[config.mk]
export PLATFORM = sky130hd
export DESIGN_NAME = waveform_analyzer
export DESIGN_NICKNAME = d
export VERILOG_FILES = /design/src/rtl/waveform_analyzer.sv
export SDC_FILE = /design/constraint.sdc
export NUM_CORES = 1
export LEC_CHECK = 0
export CORE_MARGIN = 2
export CORE_UTILIZATION = 33
export CTS_CLUSTER_DIAMETER = 120
export DETAILED_ROUTE_END_ITERATION = 16
export PLACE_DENSITY = 0.6
export SKIP_LAST_GASP = 1
export SLEW_MARGIN = 20
export SYNTH_ARGS = -nofsm -noshare
export SYNTH_HDL_FRONTEND = slang
export SYNTH_SLANG_ARGS = --single-unit
[constraint.sdc]
create_clock -name clk -period 2.2 [get_ports clk]
set_input_delay 0.22 -clock clk [delete_from_list [all_inputs] [get_ports clk]]
set_output_delay 0.22 -clock clk [all_outputs]
set_load 0.1 [all_outputs]
[src/rtl/waveform_analyzer.sv]
// waveform_analyzer: measures each period of an 8-bit sample stream.
// A period runs from one rising midpoint crossing to the next. The crossing
// uses hysteresis. For each completed period the block reports the minimum,
// maximum, peak-to-peak and length in valid samples.
//
// Ports
//   clk, rst        clock (rising edge), asynchronous active-high reset
//   clear           synchronous restart of the measurement; meas_* hold
//   sample_valid    qualifies sample; the logic only advances when high
//   sample[7:0]     unsigned input sample
//   meas_valid      one-cycle pulse, meas_* were updated on the previous edge
//   meas_min/max/pp statistics of the last complete period
//   meas_period     valid samples in the last complete period
//   no_signal       sticky timeout flag, cleared by the next measurement
module waveform_analyzer #(
  parameter int unsigned MID  = 128,
  parameter int unsigned HYST = 8,
  parameter int unsigned PW   = 16
) (
  input  logic          clk,
  input  logic          rst,
  input  logic          clear,
  input  logic          sample_valid,
  input  logic [7:0]    sample,
  output logic          meas_valid,
  output logic [7:0]    meas_min,
  output logic [7:0]    meas_max,
  output logic [7:0]    meas_pp,
  output logic [PW-1:0] meas_period,
  output logic          no_signal
);

  localparam logic [7:0]    LO_TH   = 8'(MID - HYST);
  localparam logic [7:0]    HI_TH   = 8'(MID + HYST);
  localparam logic [PW-1:0] CNT_MAX = '1;

  typedef enum logic [1:0] {SEARCH, ARMED, MEAS_HI, MEAS_LO} state_t;

  state_t        state;
  logic [PW-1:0] cnt;
  logic [7:0]    run_min;
  logic [7:0]    run_max;

  // Sample classification; anything between the thresholds is BAND
  logic is_low;
  logic is_high;
  assign is_low  = (sample < LO_TH);
  assign is_high = (sample >= HI_TH);

  // Measurement FSM with registered outputs
  always_ff @(posedge clk or posedge rst) begin
    if (rst) begin
      state       <= SEARCH;
      cnt         <= '0;
      run_min     <= 8'hFF;
      run_max     <= 8'h00;
      meas_valid  <= 1'b0;
      meas_min    <= 8'h00;
      meas_max    <= 8'h00;
      meas_pp     <= 8'h00;
      meas_period <= '0;
      no_signal   <= 1'b0;
    end else begin
      meas_valid <= 1'b0;
      if (clear) begin
        state   <= SEARCH;
        cnt     <= '0;
        run_min <= 8'hFF;
        run_max <= 8'h00;
      end else if (sample_valid) begin
        unique case (state)
          SEARCH: begin
            if (is_low) state <= ARMED;
          end
          ARMED: begin
            if (is_high) begin
              state   <= MEAS_HI;
              cnt     <= PW'(1);
              run_min <= sample;
              run_max <= sample;
            end
          end
          MEAS_HI, MEAS_LO: begin
            if (state == MEAS_LO && is_high) begin
              // Edge sample closes the period and seeds the next one
              meas_valid  <= 1'b1;
              meas_min    <= run_min;
              meas_max    <= run_max;
              meas_pp     <= run_max - run_min;
              meas_period <= cnt;
              no_signal   <= 1'b0;
              state       <= MEAS_HI;
              cnt         <= PW'(1);
              run_min     <= sample;
              run_max     <= sample;
            end else if (cnt == CNT_MAX) begin
              // Period too long to count: flag it and re-acquire
              no_signal <= 1'b1;
              state     <= SEARCH;
              cnt       <= '0;
              run_min   <= 8'hFF;
              run_max   <= 8'h00;
            end else begin
              cnt <= cnt + PW'(1);
              if (sample < run_min) run_min <= sample;
              if (sample > run_max) run_max <= sample;
              if (state == MEAS_HI && is_low) state <= MEAS_LO;
            end
          end
          default: state <= SEARCH;
        endcase
      end
    end
  end

endmodule

==> out/qor.yml <==
placed_cells: 628
synth.distinct_cells: 54
avgSynthCellArea_sq_um: 9.52
netlist_top_cells_area: "dfrtp_1 (44%), nand2_1 (8.7%), ha_1 (7.4%)"
cts_made_buffers: 9
routed_wl_mm: 9.31
crit_type: "in -> reg"
drt_drc_violations_left: 0
fmax_ghz: 0.469
clockBufferDepth: 2
setup-violations-final: 0
yosys.area.top_type_share_pct: 44.0
startpoint_type: "input pin"
path_buf_inv: 1
pwr-share-comb_pct: 22.1
p_leak_nw: 2.48
cts_root_buf: "clkbuf_16"
ir_worst_vdd_mv: 0.470
clkLatencyLatePin_ns: 0.33
slowest_stage: "or4_4"
area.growth.synth_to_final_pct: 31.5
crit_chain: "clkdlybuf4s50_1 -> or4_4 -> a31o_1 -> nor3_4 -> o21ai_2 -> o41ai_2"
die_x_um: 112
postSynthNetCount: 442
crit_required_ns: 2.43
start_util_pct: 33.9
ant_nets: 0
cp_top_family: "simple AND/OR/NAND/NOR gates"
yosysTopAreaCell: "dfrtp_1"
synth_edf_count: 0
cp_data_arrival_time_ns: 2.36
netlist_area_sq_um: 3870
dp_hpwl_mm: 6.80
outcome: "completed"
diodes: 0
skew_ns: 0.00561
relSlewSlack_pct: 71.2
die_area_sq_um: 12600
hold_viol_final: 0
critical_path.max_stage_delay_ns: 0.58
coreArea_sq_um: 11400
cap_violations: 0
wire_per_inst_um: 14.4
grt_pass1_wl_mm: 15.8
htree_levels: 3
p_per_area_nw_per_um2: 770
critPathMaxFanout: 8
final_common_cell: "nand2_1"
io_buffers: 53
p_sw_w: 0.00120
worstMarginPinSlew_ns: 0.432
nNetsFinal: 533
finalPower_w: 0.00391
yosys_warnings: 0
maxSlewViolCount: 0
routabilityCongestion: 0.855
critPathCaptureType: "flip-flop"
clk_pin_slew_ns: 0.06
ys_seq_elements: 76
drtIter0Drc: 177
fin_util_pct: 44.5
dominantRegCellSynth: "dfrtp_1"
drive_gt1_share_pct: 24.5
min_period_ns: 2.13
layout_common_cells: "nand2_1 (90), buf_4 (81), dfrtp_1 (68), o21ai_0 (37), ha_1 (23)"
fin_cells: 645
grt_start_max_net_pins: 77
finalCritPeriodShare_pct: 97.0
cp-startpoint: "sample[4]"
postSynth.asyncResetShare_pct: 100
clkSinkCount: 76
rows: 39
cts_tree: "built"
rsz0062_at_grt: "yes"
antenna_found_initial: 0
ios: 54
die_h_um: 112
seq_area_frac_synth_pct: 49.4
grt_util_all_layers_pct: 15.6
first_pass_iters: 4
first_global_vias: 3191
p_int_w: 0.00271
clockPowerShare_pct: 38.2
num_vias: 3235
reg2reg_from: "run_min[5]"
seqPwrFrac_pct: 39.7
worstHoldPathType: "in -> async"
globalRouteOverflowTotal: 0
syn_inst: 406
routed_via_density: 5.02
power_switching_share_pct: 30.6
[Yosys cell counts (6+ instances only)]
cell type / number
nor3_1: 6
nand2_1: 90
nand3_1: 12
o31ai_1: 7
nand4_1: 7
a21oi_1: 13
o21ai_0: 37
a22o_1: 8
inv_1: 18
ha_1: 23
clkbuf_1: 7
dfrtp_1: 68
o22a_1: 9
o21ai_1: 12
nor2_1: 17
dfstp_2: 8
[final cells by class]
cell class / count / area (sq um)
clock buffers: 12 / 256
clock inverters: 4 / 47.5
fillers: 1113 / 6340
inverters: 19 / 71.3
multi-input cells: 296 / 1840
flip-flops and latches: 76 / 1910
well taps: 143 / 179
repair buffers: 95 / 778
[kinds of logic after synthesis]
group                    synth area share, %
AND/OR/NAND/NOR                         18.4
AO/OA/AOI/OAI                           19.0
flip-flops                              49.4
buffers and inverters                   3.62
adder cells (fa/ha/maj)                 7.96
XOR/XNOR                                1.59
[per-stage QoR]
stage | setup WS [ns] | hold slack (ns) | cell area (sq um) | TNS [ns]
floorplan | 0.0549 | 0.360 | 3870 | 0
global placement | -0.280 | 0.464 | 4750 | -6.37
detailed placement | -0.352 | 0.470 | 4750 | -7.40
CTS | -0.0322 | 0.323 | 5050 | -0.0322
global route | -0.0357 | 0.342 | 5080 | -0.0357
finish | 0.0657 | 0.289 | 5080 | 0
[state kept, by name (all words and copies together) (netlist names)]
register and flops:
meas_max 8, meas_period 16, meas_min 8, run_max 8, meas_pp 8, cnt 16
no_signal 1, meas_valid 1, run_min 8, state 2
[routing by layer]
layer	global-route usage (%)	wire, um	part of all wire, %	vias to the layer above
li1	-	-	-	1620
met1	23.0	4680	50	1533
met2	22.7	4110	44	72
met3	3.56	396	4.3	10
met4	5.04	125	1.3	0
met5	0	0	0	-
[timing repair]
item,in CTS,in global routing
endpoints found under the setup margin,8,21
pin swaps,0,2
gates resized for setup,1,3
setup buffers,0,1
hold buffers,0,0
[worst paths after layout]
path | slack (ns) | endpoint | cells after the start
worst max-delay path | 0.07 | cnt[10] | 6
worst min-delay path | 0.29 | meas_period[14] | 3
worst max register to register | 0.12 | run_min[0] | 9
worst min register to register | 0.48 | meas_period[13] | 2
max in group asynchronous | 1.55 | run_min[6] | 3
min in group clk | 0.48 | meas_period[13] | 2
[power groups by stage]
stage / registers, W / logic, W / clock network, W
after detailed placement: 0.00158 / 0.000847 / 0
after global routing: 0.00156 / 0.000933 / 0.00159
after global placement: 0.00157 / 0.000834 / 0
after CTS: 0.00155 / 0.000854 / 0.00153
after floorplan: 0.00182 / 0.000340 / 0
final: 0.00155 / 0.000864 / 0.00150
[worst reg2reg max path, cell delays in order (launching register included)]
cell and delay [ns]:
dfstp_2 0.53, inv_1 0.07, ha_1 0.30, a21oi_1 0.16
nor2_1 0.06, a211oi_1 0.16, o21ai_0 0.18, o22a_1 0.19
buf_4 0.16, o22a_1 0.20
No activity file was read; power rests on OpenSTA's default activity.
